File: src/rtl/instruction_fetch_unit_if.sv
// Instruction cache request/response bus between the IF stage and the I-cache.
// master: drives imem_req/imem_addr, samples imem_ready/imem_data.
interface instruction_fetch_unit_if #(
   parameter int WORD_SIZE = 16
);
   logic                 imem_req;
   logic [WORD_SIZE-1:0] imem_addr;
   logic                 imem_ready;
   logic [WORD_SIZE-1:0] imem_data;

   modport master (
      output imem_req,
      output imem_addr,
      input  imem_ready,
      input  imem_data
   );

   modport slave (
      input  imem_req,
      input  imem_addr,
      output imem_ready,
      output imem_data
   );
endinterface

File: src/rtl/instruction_fetch_unit.sv
// IF stage: holds the PC, fetches from the I-cache, follows BTB predictions.
// Ports: clk/reset_n, stall_id, redirect, BTB lookup, imem bus, IF/ID outputs.
module instruction_fetch_unit #(
   parameter int                   WORD_SIZE = 16,
   parameter logic [WORD_SIZE-1:0] RESET_PC  = '0
) (
   input  logic                 clk,
   input  logic                 reset_n,
   input  logic                 stall_id,
   input  logic                 redirect_valid,
   input  logic [WORD_SIZE-1:0] redirect_pc,
   output logic [WORD_SIZE-1:0] btb_read_addr,
   input  logic [WORD_SIZE-1:0] btb_read_data,
   instruction_fetch_unit_if.master imem,
   output logic                 if_valid,
   output logic [WORD_SIZE-1:0] if_inst,
   output logic [WORD_SIZE-1:0] if_pc,
   output logic [WORD_SIZE-1:0] if_pc_plus_one,
   output logic [WORD_SIZE-1:0] if_pred_next
);

   localparam logic [WORD_SIZE-1:0] ONE = WORD_SIZE'(1);

   typedef enum logic [1:0] {
      S_FETCH,
      S_HOLD,
      S_DRAIN
   } state_t;

   state_t               state_q, state_d;
   logic [WORD_SIZE-1:0] pc_q, pc_d;
   logic [WORD_SIZE-1:0] drain_q, drain_d;

   logic [WORD_SIZE-1:0] buf_inst_q, buf_inst_d;
   logic [WORD_SIZE-1:0] buf_pc_q, buf_pc_d;
   logic [WORD_SIZE-1:0] buf_pc1_q, buf_pc1_d;
   logic [WORD_SIZE-1:0] buf_pred_q, buf_pred_d;

   logic                 ifv_q, ifv_d;
   logic [WORD_SIZE-1:0] ifi_q, ifi_d;
   logic [WORD_SIZE-1:0] ifp_q, ifp_d;
   logic [WORD_SIZE-1:0] ifp1_q, ifp1_d;
   logic [WORD_SIZE-1:0] ifn_q, ifn_d;

   logic [WORD_SIZE-1:0] pc_plus_one;

   assign pc_plus_one = pc_q + ONE;

   // Request is gated by reset so the cache sees it drop immediately.
   assign imem.imem_req  = reset_n & (state_q != S_HOLD);
   assign imem.imem_addr = (state_q == S_DRAIN) ? drain_q : pc_q;
   assign btb_read_addr  = pc_q;

   assign if_valid       = ifv_q;
   assign if_inst        = ifi_q;
   assign if_pc          = ifp_q;
   assign if_pc_plus_one = ifp1_q;
   assign if_pred_next   = ifn_q;

   always_comb begin
      state_d    = state_q;
      pc_d       = pc_q;
      drain_d    = drain_q;
      buf_inst_d = buf_inst_q;
      buf_pc_d   = buf_pc_q;
      buf_pc1_d  = buf_pc1_q;
      buf_pred_d = buf_pred_q;
      ifv_d      = ifv_q;
      ifi_d      = ifi_q;
      ifp_d      = ifp_q;
      ifp1_d     = ifp1_q;
      ifn_d      = ifn_q;
      unique case (state_q)
         S_FETCH: begin
            if (redirect_valid) begin
               ifv_d = 1'b0;
               pc_d  = redirect_pc;
               // An outstanding miss must still complete; its data is junk.
               if (!imem.imem_ready) begin
                  drain_d = pc_q;
                  state_d = S_DRAIN;
               end
            end else if (imem.imem_ready) begin
               pc_d = btb_read_data;
               if (stall_id) begin
                  buf_inst_d = imem.imem_data;
                  buf_pc_d   = pc_q;
                  buf_pc1_d  = pc_plus_one;
                  buf_pred_d = btb_read_data;
                  state_d    = S_HOLD;
               end else begin
                  ifv_d  = 1'b1;
                  ifi_d  = imem.imem_data;
                  ifp_d  = pc_q;
                  ifp1_d = pc_plus_one;
                  ifn_d  = btb_read_data;
               end
            end else if (!stall_id) begin
               ifv_d = 1'b0;
            end
         end
         S_HOLD: begin
            if (redirect_valid || !stall_id) begin
               buf_inst_d = '0;
               buf_pc_d   = '0;
               buf_pc1_d  = '0;
               buf_pred_d = '0;
               state_d    = S_FETCH;
            end
            if (redirect_valid) begin
               ifv_d = 1'b0;
               pc_d  = redirect_pc;
            end else if (!stall_id) begin
               ifv_d  = 1'b1;
               ifi_d  = buf_inst_q;
               ifp_d  = buf_pc_q;
               ifp1_d = buf_pc1_q;
               ifn_d  = buf_pred_q;
            end
         end
         S_DRAIN: begin
            ifv_d = 1'b0;
            if (redirect_valid) begin
               pc_d = redirect_pc;
            end
            if (imem.imem_ready) begin
               state_d = S_FETCH;
            end
         end
         default: begin
            state_d = S_FETCH;
         end
      endcase
   end

   always_ff @(posedge clk or negedge reset_n) begin
      if (!reset_n) begin
         state_q    <= S_FETCH;
         pc_q       <= RESET_PC;
         drain_q    <= '0;
         buf_inst_q <= '0;
         buf_pc_q   <= '0;
         buf_pc1_q  <= '0;
         buf_pred_q <= '0;
         ifv_q      <= 1'b0;
         ifi_q      <= '0;
         ifp_q      <= '0;
         ifp1_q     <= '0;
         ifn_q      <= '0;
      end else begin
         state_q    <= state_d;
         pc_q       <= pc_d;
         drain_q    <= drain_d;
         buf_inst_q <= buf_inst_d;
         buf_pc_q   <= buf_pc_d;
         buf_pc1_q  <= buf_pc1_d;
         buf_pred_q <= buf_pred_d;
         ifv_q      <= ifv_d;
         ifi_q      <= ifi_d;
         ifp_q      <= ifp_d;
         ifp1_q     <= ifp1_d;
         ifn_q      <= ifn_d;
      end
   end

endmodule

File: src/flat_wrapper.sv
// flat-port wrapper written by rule: the top's interface ports become plain ports
module instruction_fetch_unit_flat 
#(
   parameter int                   WORD_SIZE = 16,
   parameter logic [WORD_SIZE-1:0] RESET_PC  = '0
)
  (clk, reset_n, stall_id, redirect_valid, redirect_pc, btb_read_addr, btb_read_data, if_valid, if_inst, if_pc, if_pc_plus_one, if_pred_next, imem_imem_req, imem_imem_addr, imem_imem_ready, imem_imem_data);
  instruction_fetch_unit_if #(.WORD_SIZE(WORD_SIZE)) imem_i ();
  input  logic clk;
  input  logic reset_n;
  input  logic stall_id;
  input  logic redirect_valid;
  input  logic [WORD_SIZE-1:0] redirect_pc;
  output logic [WORD_SIZE-1:0] btb_read_addr;
  input  logic [WORD_SIZE-1:0] btb_read_data;
  output logic if_valid;
  output logic [WORD_SIZE-1:0] if_inst;
  output logic [WORD_SIZE-1:0] if_pc;
  output logic [WORD_SIZE-1:0] if_pc_plus_one;
  output logic [WORD_SIZE-1:0] if_pred_next;
  output wire logic [$bits(imem_i.imem_req)-1:0] imem_imem_req;
  output wire logic [$bits(imem_i.imem_addr)-1:0] imem_imem_addr;
  input wire logic [$bits(imem_i.imem_ready)-1:0] imem_imem_ready;
  input wire logic [$bits(imem_i.imem_data)-1:0] imem_imem_data;
  assign imem_imem_req = imem_i.imem_req;
  assign imem_imem_addr = imem_i.imem_addr;
  assign imem_i.imem_ready = imem_imem_ready;
  assign imem_i.imem_data = imem_imem_data;
  instruction_fetch_unit #(.WORD_SIZE(WORD_SIZE), .RESET_PC(RESET_PC)) u_core (.clk(clk), .reset_n(reset_n), .stall_id(stall_id), .redirect_valid(redirect_valid), .redirect_pc(redirect_pc), .btb_read_addr(btb_read_addr), .btb_read_data(btb_read_data), .imem(imem_i), .if_valid(if_valid), .if_inst(if_inst), .if_pc(if_pc), .if_pc_plus_one(if_pc_plus_one), .if_pred_next(if_pred_next));
endmodule
File: config.mk
export PLATFORM = sky130hd
export DESIGN_NAME = instruction_fetch_unit_flat
export DESIGN_NICKNAME = d
export VERILOG_FILES = /design/src/rtl/instruction_fetch_unit_if.sv /design/src/rtl/instruction_fetch_unit.sv /design/src/flat_wrapper.sv
export SDC_FILE = /design/constraint.sdc
export NUM_CORES = 1
export LEC_CHECK = 0
export BUFFER_PORTS_ARGS = -buffer_cell sky130_fd_sc_hd__buf_2
export CAP_MARGIN = 0
export CORE_MARGIN = 3
export CORE_UTILIZATION = 52
export DETAILED_ROUTE_END_ITERATION = 12
export GPL_ROUTABILITY_DRIVEN = 0
export GPL_TIMING_DRIVEN = 0
export PLACE_DENSITY = 0.76
export SLEW_MARGIN = 20
export SYNTH_ARGS = -nofsm -noshare
export SYNTH_HDL_FRONTEND = slang
export SYNTH_SLANG_ARGS = --single-unit
File: constraint.sdc
create_clock -name clk -period 3.9 [get_ports clk]
set_clock_uncertainty 0.2 [all_clocks]
set_input_delay 0.195 -clock clk [delete_from_list [all_inputs] [get_ports clk]]
set_output_delay 0.195 -clock clk [all_outputs]
set_load 0.005 [all_outputs]
Yosys cells after proc, flatten, opt, wreduce, memory -nomap -nowiden
Cells that the tools add are included.
W data, S select, Z words.
{"block": "totals", "register_bits": 163}
{"block": "op_classes", "add_sub_neg": 1, "n_eq_ne": 16, "n_mux": 59, "bitwise": 2, "reduce_logical": 13}
{"cell": "$mux W16", "count": 37}
{"cell": "$pmux W16 S2", "count": 9}
{"cell": "$add A16 B1 Y16 const B", "count": 1}
{"cell": "$ne A2 B2 Y1 const B", "count": 7}
{"cell": "$mux W2", "count": 6}
{"cell": "$reduce_and A5 Y1", "count": 2}
{"cell": "$ne A3 B3 Y1 const B", "count": 3}
{"cell": "$ne A2 B1 Y1 const B", "count": 3}
{"cell": "$pmux W2 S3", "count": 1}
{"cell": "$reduce_and A3 Y1", "count": 2}
{"cell": "$reduce_and A6 Y1", "count": 1}
{"cell": "$mux W1", "count": 5}
{"cell": "$ne A4 B4 Y1 const B", "count": 1}
{"cell": "$reduce_bool A2 Y1", "count": 2}
{"cell": "$pmux W1 S3", "count": 1}
{"cell": "$reduce_bool A3 Y1", "count": 1}
{"cell": "$eq A2 B1 Y1 const B", "count": 1}
{"cell": "$eq A2 B2 Y1 const B", "count": 1}
{"cell": "$logic_not A2 Y1", "count": 1}
{"cell": "$reduce_and A2 Y1", "count": 1}
{"cell": "$reduce_or A2 Y1", "count": 1}
{"cell": "$and A1 B1 Y1", "count": 1}
{"cell": "$logic_not A1 Y1", "count": 1}
{"cell": "$logic_or A1 B1 Y1", "count": 1}
{"cell": "$not A1 Y1", "count": 1}

Logic depth before layout (Yosys ltp)
Gate-level depths: netlist (run 1).
{"block": "logic_depth", "ltp_word": 5, "mapped_depth": 10}

Worst setup path after synthesis (run 1)
No wires, ideal clock.
{"block": "synth_path", "path_kind": "reg2out", "from": "register u_core.state_q[0]", "to": "output imem_imem_addr[10]", "t_arrival_ns": 1.686, "t_required_ns": 3.505, "slack_ns": 1.819, "stages_incl_launch_ff": 6, "n_path_buf": 2, "path_cell_list": "dfrtp_1 -> inv_1 -> ha_1 -> clkbuf_1 -> buf_1 -> mux2_2"}
{"block": "synth_between", "elab_chain_len": 2}
{"element": "from (decl)", "line_no": "instruction_fetch_unit.sv:30", "text": "state_t state_q, state_d;"}
{"element": "from (signal assigned)", "line_no": "instruction_fetch_unit.sv:151", "text": "state_q <= state_d;"}
{"element": "$eq A2 B2 Y1", "line_no": "instruction_fetch_unit.sv:51", "text": "assign imem.imem_addr = (state_q == S_DRAIN) ? drain_q : pc_q;"}
{"element": "$mux W16", "line_no": "instruction_fetch_unit.sv:51"}
{"element": "to (decl)", "line_no": "flat_wrapper.sv:22", "text": "output wire logic [$bits(imem_i.imem_addr)-1:0] imem_imem_addr;"}
No other way between the ends.

Final worst setup path (run 1)
Ends and elaborated chain as after synthesis.

==> metrics.txt, run 1 <==
# TYPE chip_impl_metric gauge
chip_impl_info{name="critical_path_class",value="reg -> out"} 1
chip_impl_metric{name="worst-endpoint-required",unit="ps"} 3500
chip_impl_metric{name="cts_num_sinks",unit=""} 163
chip_impl_metric{name="ff2ff_setup_slack",unit="ps"} 1290
chip_impl_info{name="worst_setup_path_start_kind",value="flop"} 1
chip_impl_metric{name="critPathArrivalTime",unit="ps"} 2540
chip_impl_info{name="slowest_stage",value="sky130_fd_sc_hd__dfrtp_1"} 1
chip_impl_metric{name="power.static_leakage",unit="nW"} 4.61
chip_impl_metric{name="dr.first_iter.drc_count",unit=""} 611
chip_impl_metric{name="postSynthAreaPerCell",unit="um^2"} 9.93
chip_impl_info{name="layout_common_cells",value="174 x sky130_fd_sc_hd__nand2_1, 174 x sky130_fd_sc_hd__buf_2, 163 x sky130_fd_sc_hd__dfrtp_1, 110 x sky130_fd_sc_hd__o21ai_0, 51 x sky130_fd_sc_hd__mux2i_1"} 1
chip_impl_metric{name="fmax",unit="MHz"} 340
chip_impl_metric{name="pre_cts_ws",unit="ps"} 1400
chip_impl_metric{name="synth.ff_latch_count",unit=""} 163
chip_impl_metric{name="power.share.sequential",unit="%"} 35.1
chip_impl_info{name="synth-main-ff-cell",value="sky130_fd_sc_hd__dfrtp_1"} 1
chip_impl_metric{name="flow.area_growth_from_synthesis",unit="%"} 27.1
chip_impl_metric{name="post-route-min-period",unit="ps"} 2940
chip_impl_metric{name="worst_path_largest_cell_delay",unit="ps"} 440
chip_impl_info{name="crit_family",value="buffers and inverters"} 1
chip_impl_metric{name="avgRoutedWirePerCell",unit="um"} 18.5
chip_impl_metric{name="design.die.area",unit="mm^2"} 0.0160
chip_impl_metric{name="grt_pass1_wl",unit="mm"} 34.8
chip_impl_metric{name="finalCoreUtilization",unit="%"} 68.5
chip_impl_metric{name="detailedRoute.firstPassIterationCount",unit=""} 5
chip_impl_metric{name="clk_transition_reported_paths",unit="ps"} 60
chip_impl_metric{name="portBuffers",unit=""} 150
chip_impl_metric{name="post_synth_instance_area",unit="mm^2"} 0.00757
chip_impl_metric{name="synthArstFlopShare",unit="%"} 100
chip_impl_metric{name="power_frac_clock",unit="%"} 18.0
chip_impl_info{name="timing.critical_path.cells",value="inv_1 -> ha_1 -> clkbuf_1 -> buf_1 -> mux2_2 -> buf_2"} 1
chip_impl_metric{name="h-tree-depth",unit=""} 4
chip_impl_metric{name="synth-edff-count",unit=""} 0
chip_impl_metric{name="power_per_cell_area",unit="mW/mm^2"} 903
chip_impl_metric{name="final.period_utilization",unit="%"} 75.3
chip_impl_metric{name="power_frac_comb",unit="%"} 46.9
chip_impl_metric{name="finalInstanceArea",unit="mm^2"} 0.00962
chip_impl_metric{name="count_of_antenna_violating_nets_left_after_detailed_routing",unit=""} 0
chip_impl_metric{name="intPower",unit="mW"} 5.06
chip_impl_metric{name="antenna_violations_before_repair",unit=""} 0
chip_impl_metric{name="cp.buffers_inverters",unit=""} 4
chip_impl_info{name="min_delay_worst_type",value="in -> reg"} 1
chip_impl_metric{name="hpwlAfterDp",unit="mm"} 14.7
chip_impl_metric{name="vias",unit=""} 6553
chip_impl_metric{name="route.final.wire_length",unit="mm"} 21.7
chip_impl_metric{name="pin_count_of_the_biggest_net_entering_global_routing",unit=""} 92
chip_impl_metric{name="final-setup-viol-count",unit=""} 0
chip_impl_metric{name="route.detailed.drc",unit=""} 0
chip_impl_metric{name="net_sw_share",unit="%"} 41.8
chip_impl_metric{name="slew-limit-headroom",unit="%"} 44.9
chip_impl_metric{name="layout.nets",unit=""} 1043
chip_impl_metric{name="synth-seq-area-share",unit="%"} 53.9
chip_impl_metric{name="nFillCells",unit=""} 1065
chip_impl_metric{name="synth_nets",unit=""} 823
chip_impl_metric{name="total_power",unit="mW"} 8.69
chip_impl_metric{name="maximum_fanout_encountered_on_the_critical_timing_path",unit=""} 10
chip_impl_metric{name="post_cts.repair.setup_buffers",unit=""} 0
chip_impl_info{name="clock_tree.root_cell",value="sky130_fd_sc_hd__clkbuf_16"} 1
chip_impl_info{name="result_of_the_run",value="completed"} 1
chip_impl_metric{name="hold_violations",unit=""} 0
chip_impl_metric{name="worst_slew_pin_slew",unit="ps"} 827
chip_impl_metric{name="chipWidth",unit="um"} 127
chip_impl_metric{name="grtUsageTotal",unit="%"} 27.7
chip_impl_metric{name="timing.final.max_slew_violations",unit=""} 0
chip_impl_metric{name="boundaryPins",unit=""} 151
chip_impl_metric{name="ir_drop",unit="mV"} 0.611
chip_impl_metric{name="clockBufferDepth",unit=""} 2
chip_impl_metric{name="layout_setup_ws",unit="ps"} 962
chip_impl_metric{name="clock_latency",unit="ps"} 430
chip_impl_metric{name="grt_pass1_vias",unit=""} 6617
chip_impl_metric{name="tritoncts_buffers",unit=""} 17
chip_impl_metric{name="hold_ws",unit="ps"} 104
chip_impl_metric{name="netlist_instances",unit=""} 762
chip_impl_metric{name="netlist-cell-type-count",unit=""} 43
chip_impl_info{name="worstSetupEndpointType",value="output port"} 1
chip_impl_metric{name="dieHeight",unit="um"} 127
chip_impl_metric{name="floorplan.initialDensity",unit="%"} 53.9
chip_impl_metric{name="row_count",unit=""} 43
chip_impl_metric{name="post_route_cells_drive_above_1_share",unit="%"} 25.0
chip_impl_info{name="tritoncts",value="done"} 1
chip_impl_metric{name="ys.warnings.count",unit=""} 0
chip_impl_info{name="unrepaired_setup_endpoints_after_global_routing",value="no"} 1
chip_impl_metric{name="globalRoute.totalOverflow",unit=""} 0
chip_impl_metric{name="switchingPower",unit="mW"} 3.63
chip_impl_metric{name="placed_area",unit="mm^2"} 0.00858
chip_impl_metric{name="core_area",unit="mm^2"} 0.0140
chip_impl_metric{name="max-cap-violations",unit=""} 0
chip_impl_metric{name="post_drt_via_cell_ratio",unit=""} 5.58
-- power groups by stage --
| stage | logic (mW) | clock network, mW | registers [mW] |
|---|---|---|---|
| 2_1_floorplan | 2.50 | 0 | 2.97 |
| 3_3_place_gp | 3.87 | 0 | 3.02 |
| 3_5_place_dp | 3.98 | 0 | 3.05 |
| 4_1_cts | 4.05 | 1.56 | 3.03 |
| 5_1_grt | 4.53 | 1.64 | 3.15 |
| 6_report | 4.07 | 1.56 | 3.05 |
-- area by class of cell --
type	instances	area (um^2)	share of cell area, %
Clock buffer	25	485	5.04
Clock inverter	5	52.6	0.546
Multi-Input combinational cell	532	3200	33.3
Inverter	8	30.0	0.312
Timing Repair Buffer	201	1290	13.4
Sequential cell	163	4080	42.4
Buffer	59	256	2.67
Tap cell	180	225	2.34
Antenna cell	1	2.50	0.0260
-- routing by layer --
layer  wire (um)  share of wire, %  global-route usage, %  up-vias
li1            -                 -                      -     3032
met1        8810                41                   35.7     3153
met2       10600                49                   44.8      313
met3        1570               7.2                   6.69       55
met4         737               3.4                   12.3        0
met5           0                 0                      0        -
-- tightest hold or removal path, cell delays in order --
cell                       delay [ps]
sky130_fd_sc_hd__buf_2            130
sky130_fd_sc_hd__and3_1           160
sky130_fd_sc_hd__a211oi_1          70
sky130_fd_sc_hd__mux2i_1          120
-- timing repair --
item / 4_1_cts / 5_1_grt
hold endpoints to repair: 148 / 0
gates resized for setup: 0 / 0
hold buffers: 50 / 0
-- metrics by stage --
stage,std cells,TNS (ps)
6_report,1174,0
5_1_grt,1173,0
4_1_cts,1173,0
3_5_place_dp,1093,0
3_3_place_gp,1092,-11300
2_1_floorplan,762,0
-- state kept, by name, summed over array words and instances (netlist names) --
register,cells
u_core.state_q,2
u_core.buf_inst_q,16
u_core.buf_pc1_q,16
u_core.if_pc,16
u_core.if_pred_next,16
u_core.if_valid,1
u_core.buf_pc_q,16
u_core.if_pc_plus_one,16
u_core.drain_q,16
u_core.if_inst,16
u_core.buf_pred_q,16
u_core.btb_read_addr,16
-- Yosys cell counts (all sizes together), types with 9 or more instances --
cell	count	area [um^2]
a211oi	9	72.6
a21boi	17	128
a21o	9	67.6
a21oi	26	130
buf	31	151
clkbuf	28	105
dfrtp	163	4080
mux2	32	360
mux2i	51	510
nand2	174	653
nor2	37	144
o21ai	117	586
-- cells by family (layout without fill, tap and decap cells) --
kind of cell | after synthesis | in the layout | synth area share [%]
adder cells (fa/ha/maj) | 8 | 8 | 1.32
multiplexers | 83 | 83 | 11.5
AO/OA/AOI/OAI | 188 | 188 | 14.4
other | 0 | 1 | 0
buffers and inverters | 67 | 298 | 3.79
AND/OR/NAND/NOR | 239 | 239 | 13.5
flip-flops | 163 | 163 | 53.9
XOR/XNOR | 14 | 14 | 1.62
-- path summary, 6_finish.rpt --
kind / start / to / cells after the start
hold reg to reg: u_core.if_inst[14]$_DFFE_PN0P_ / u_core.if_inst[14]$_DFFE_PN0P_ / 2
setup / recovery: u_core.state_q[0]$_DFFE_PN0P_ / imem_imem_addr[10] / 6
min in group asynchronous: reset_n / u_core.if_inst[8]$_DFFE_PN0P_ / 2
setup reg to reg: u_core.state_q[0]$_DFFE_PN0P_ / u_core.buf_pred_q[3]$_DFFE_PN0P_ / 9
max in group asynchronous: reset_n / u_core.btb_read_addr[3]$_DFFE_PN0P_ / 3
hold / removal: imem_imem_ready / u_core.state_q[0]$_DFFE_PN0P_ / 4
(Power assumes the default switching activity.)
==> run 2: changes to the inputs <==
Clock period 3.9 ns to 3 ns, I/O delays scaled along.
==> run 2 against run 1 <==
  * Critical path depth down 1
  * Worst setup slack worse by 720 ps
  * Count of clock-buffer cells in the layout unchanged
  * Flip-flop and latch count unchanged
  * First-iteration DRC count up 0.16%
  * Global-route usage unchanged
  * Combinational power up 30%
  * Sequential power up 30%
  * Sequential share of layout area about the same
  * Clock power up 30%
  * Critical path type unchanged
  * Critical endpoint unchanged
  * Highest routed layer unchanged
==> metrics.txt, run 2 (synthesized netlist as in run 1, its figures left out) <==
# TYPE chip_impl_metric gauge
chip_impl_metric{name="portBuffers",unit=""} 150
chip_impl_metric{name="slew-limit-headroom",unit="%"} 45.1
chip_impl_metric{name="detailedRoute.firstPassIterationCount",unit=""} 5
chip_impl_metric{name="h-tree-depth",unit=""} 4
chip_impl_info{name="tritoncts",value="done"} 1
chip_impl_metric{name="nFillCells",unit=""} 1067
chip_impl_metric{name="worst_slew_pin_slew",unit="ps"} 824
chip_impl_metric{name="ff2ff_setup_slack",unit="ps"} 390
chip_impl_metric{name="timing.final.max_slew_violations",unit=""} 0
chip_impl_metric{name="cp.buffers_inverters",unit=""} 3
chip_impl_metric{name="switchingPower",unit="mW"} 4.71
chip_impl_metric{name="globalRoute.totalOverflow",unit=""} 0
chip_impl_metric{name="row_count",unit=""} 43
chip_impl_metric{name="post-route-min-period",unit="ps"} 2760
chip_impl_metric{name="post_drt_via_cell_ratio",unit=""} 5.57
chip_impl_info{name="layout_common_cells",value="174 x sky130_fd_sc_hd__nand2_1, 174 x sky130_fd_sc_hd__buf_2, 163 x sky130_fd_sc_hd__dfrtp_1, 110 x sky130_fd_sc_hd__o21ai_0, 51 x sky130_fd_sc_hd__mux2i_1"} 1
chip_impl_info{name="worstSetupEndpointType",value="output port"} 1
chip_impl_metric{name="floorplan.initialDensity",unit="%"} 53.9
chip_impl_info{name="crit_family",value="buffers and inverters"} 1
chip_impl_metric{name="power.static_leakage",unit="nW"} 4.61
chip_impl_metric{name="total_power",unit="mW"} 11.3
chip_impl_metric{name="flow.area_growth_from_synthesis",unit="%"} 27.1
chip_impl_metric{name="fmax",unit="MHz"} 362
chip_impl_info{name="slowest_stage",value="sky130_fd_sc_hd__ha_1"} 1
chip_impl_metric{name="layout.nets",unit=""} 1042
chip_impl_metric{name="hold_violations",unit=""} 0
chip_impl_metric{name="worst_path_largest_cell_delay",unit="ps"} 470
chip_impl_metric{name="count_of_antenna_violating_nets_left_after_detailed_routing",unit=""} 0
chip_impl_metric{name="critPathArrivalTime",unit="ps"} 2410
chip_impl_metric{name="post_route_cells_drive_above_1_share",unit="%"} 25.0
chip_impl_metric{name="hold_ws",unit="ps"} 54.1
chip_impl_metric{name="grt_pass1_vias",unit=""} 6617
chip_impl_metric{name="grt_pass1_wl",unit="mm"} 34.8
chip_impl_metric{name="power_per_cell_area",unit="mW/mm^2"} 1170
chip_impl_metric{name="power.share.sequential",unit="%"} 35.1
chip_impl_metric{name="route.final.wire_length",unit="mm"} 21.8
chip_impl_metric{name="final.period_utilization",unit="%"} 92.0
chip_impl_metric{name="dp_cells",unit=""} 1093
chip_impl_metric{name="avgRoutedWirePerCell",unit="um"} 18.6
chip_impl_metric{name="cts-resized-gates",unit=""} 0
chip_impl_metric{name="maximum_fanout_encountered_on_the_critical_timing_path",unit=""} 10
chip_impl_metric{name="post_cts.repair.setup_buffers",unit=""} 0
chip_impl_info{name="result_of_the_run",value="completed"} 1
chip_impl_metric{name="clock_latency",unit="ps"} 430
chip_impl_metric{name="dr.first_iter.drc_count",unit=""} 612
chip_impl_metric{name="grtUsageTotal",unit="%"} 27.7
chip_impl_metric{name="finalCoreUtilization",unit="%"} 68.5
chip_impl_metric{name="worst-endpoint-required",unit="ps"} 2650
chip_impl_metric{name="placed_area",unit="mm^2"} 0.00858
chip_impl_metric{name="antenna_violations_before_repair",unit=""} 0
chip_impl_metric{name="tritoncts_buffers",unit=""} 17
chip_impl_metric{name="hpwlAfterDp",unit="mm"} 14.7
chip_impl_metric{name="power_frac_comb",unit="%"} 46.9
chip_impl_info{name="critical_path_class",value="reg -> out"} 1
chip_impl_metric{name="chipWidth",unit="um"} 127
chip_impl_metric{name="clockBufferDepth",unit=""} 2
chip_impl_info{name="min_delay_worst_type",value="in -> reg"} 1
chip_impl_metric{name="core_area",unit="mm^2"} 0.0140
chip_impl_metric{name="final-setup-viol-count",unit=""} 0
chip_impl_metric{name="power_frac_clock",unit="%"} 18.0
chip_impl_metric{name="max-cap-violations",unit=""} 0
chip_impl_metric{name="dieHeight",unit="um"} 127
chip_impl_metric{name="pin_count_of_the_biggest_net_entering_global_routing",unit=""} 92
chip_impl_info{name="worst_setup_path_start_kind",value="flop"} 1
chip_impl_metric{name="clk_transition_reported_paths",unit="ps"} 60
chip_impl_metric{name="finalInstanceArea",unit="mm^2"} 0.00962
chip_impl_metric{name="finish.cell_count_without_fillers",unit=""} 1173
chip_impl_metric{name="cts_num_sinks",unit=""} 163
chip_impl_metric{name="ir_drop",unit="mV"} 0.795
chip_impl_metric{name="route.detailed.drc",unit=""} 0
chip_impl_info{name="timing.critical_path.cells",value="inv_1 -> ha_1 -> buf_1 -> mux2_2 -> buf_2"} 1
chip_impl_metric{name="net_sw_share",unit="%"} 41.7
chip_impl_info{name="unrepaired_setup_endpoints_after_global_routing",value="no"} 1
chip_impl_metric{name="boundaryPins",unit=""} 151
chip_impl_info{name="clock_tree.root_cell",value="sky130_fd_sc_hd__clkbuf_16"} 1
chip_impl_metric{name="design.die.area",unit="mm^2"} 0.0160
chip_impl_metric{name="vias",unit=""} 6529
chip_impl_metric{name="intPower",unit="mW"} 6.57
==> run 2: power by group through the flow <==
stage          Sequential (mW)  Combinational (mW)  Clock [mW]
6_report                  3.96                5.29        2.03
5_1_grt                   4.09                5.89        2.13
4_1_cts                   3.94                5.26        2.03
3_5_place_dp              3.97                5.18           0
3_3_place_gp              3.92                5.03           0
2_1_floorplan             3.86                3.25           0
==> run 2: repair_timing <==
item,4_1_cts,5_1_grt
endpoints found under the setup margin,0,6
endpoints found under the hold margin,154,0
hold buffers,50,0
==> run 2: layer usage <==
metal	share of wire, %	GRT usage, %	up-vias	routed length [um]
met3	7.1	6.69	52	1540
li1	-	-	3026	-
met2	49	44.8	278	10700
met1	40	35.7	3173	8810
met4	3.1	12.3	0	684
met5	0	0	-	0
==> run 2: final cells by class <==
cell class                      count  area (um^2)  area share [%]
Sequential cell                   163         4080            42.4
Multi-Input combinational cell    532         3200            33.3
Timing Repair Buffer              201         1290            13.4
Clock buffer                       25          485            5.05
Buffer                             58          253            2.63
Tap cell                          180          225            2.34
Clock inverter                      5         52.6           0.546
Inverter                            8         30.0           0.312
Antenna cell                        1         2.50          0.0260
==> run 2: worst register-to-register path: cells and delay by family, from the launching register on <==
family / cells / cell delay (ps)
AOI/OAI and AO/OA: 2 / 270
DFF: 1 / 440
adders and majority gates: 1 / 300
buffers and inverters: 3 / 770
and+or+nand+nor: 3 / 520
==> run 2: per-stage QoR <==
| step | setup WS (ps) | setup TNS (ps) |
|---|---|---|
| 6_report | 240 | 0 |
| 5_1_grt | 90.9 | 0 |
| 4_1_cts | 109 | 0 |
| 3_5_place_dp | 496 | 0 |
| 3_3_place_gp | -935 | -151380 |
| 2_1_floorplan | 935 | 0 |
==> run 2: final timing paths <==
path	from	endpoint	cells after the start
setup reg to reg	u_core.state_q[0]$_DFFE_PN0P_	u_core.buf_pred_q[3]$_DFFE_PN0P_	9
hold / removal	imem_imem_ready	u_core.if_valid$_DFFE_PN0P_	5
max in group asynchronous	reset_n	u_core.btb_read_addr[3]$_DFFE_PN0P_	3
hold reg to reg	u_core.if_inst[14]$_DFFE_PN0P_	u_core.if_inst[14]$_DFFE_PN0P_	2
min in group asynchronous	reset_n	u_core.if_inst[8]$_DFFE_PN0P_	2
setup / recovery	u_core.state_q[0]$_DFFE_PN0P_	imem_imem_addr[10]	5
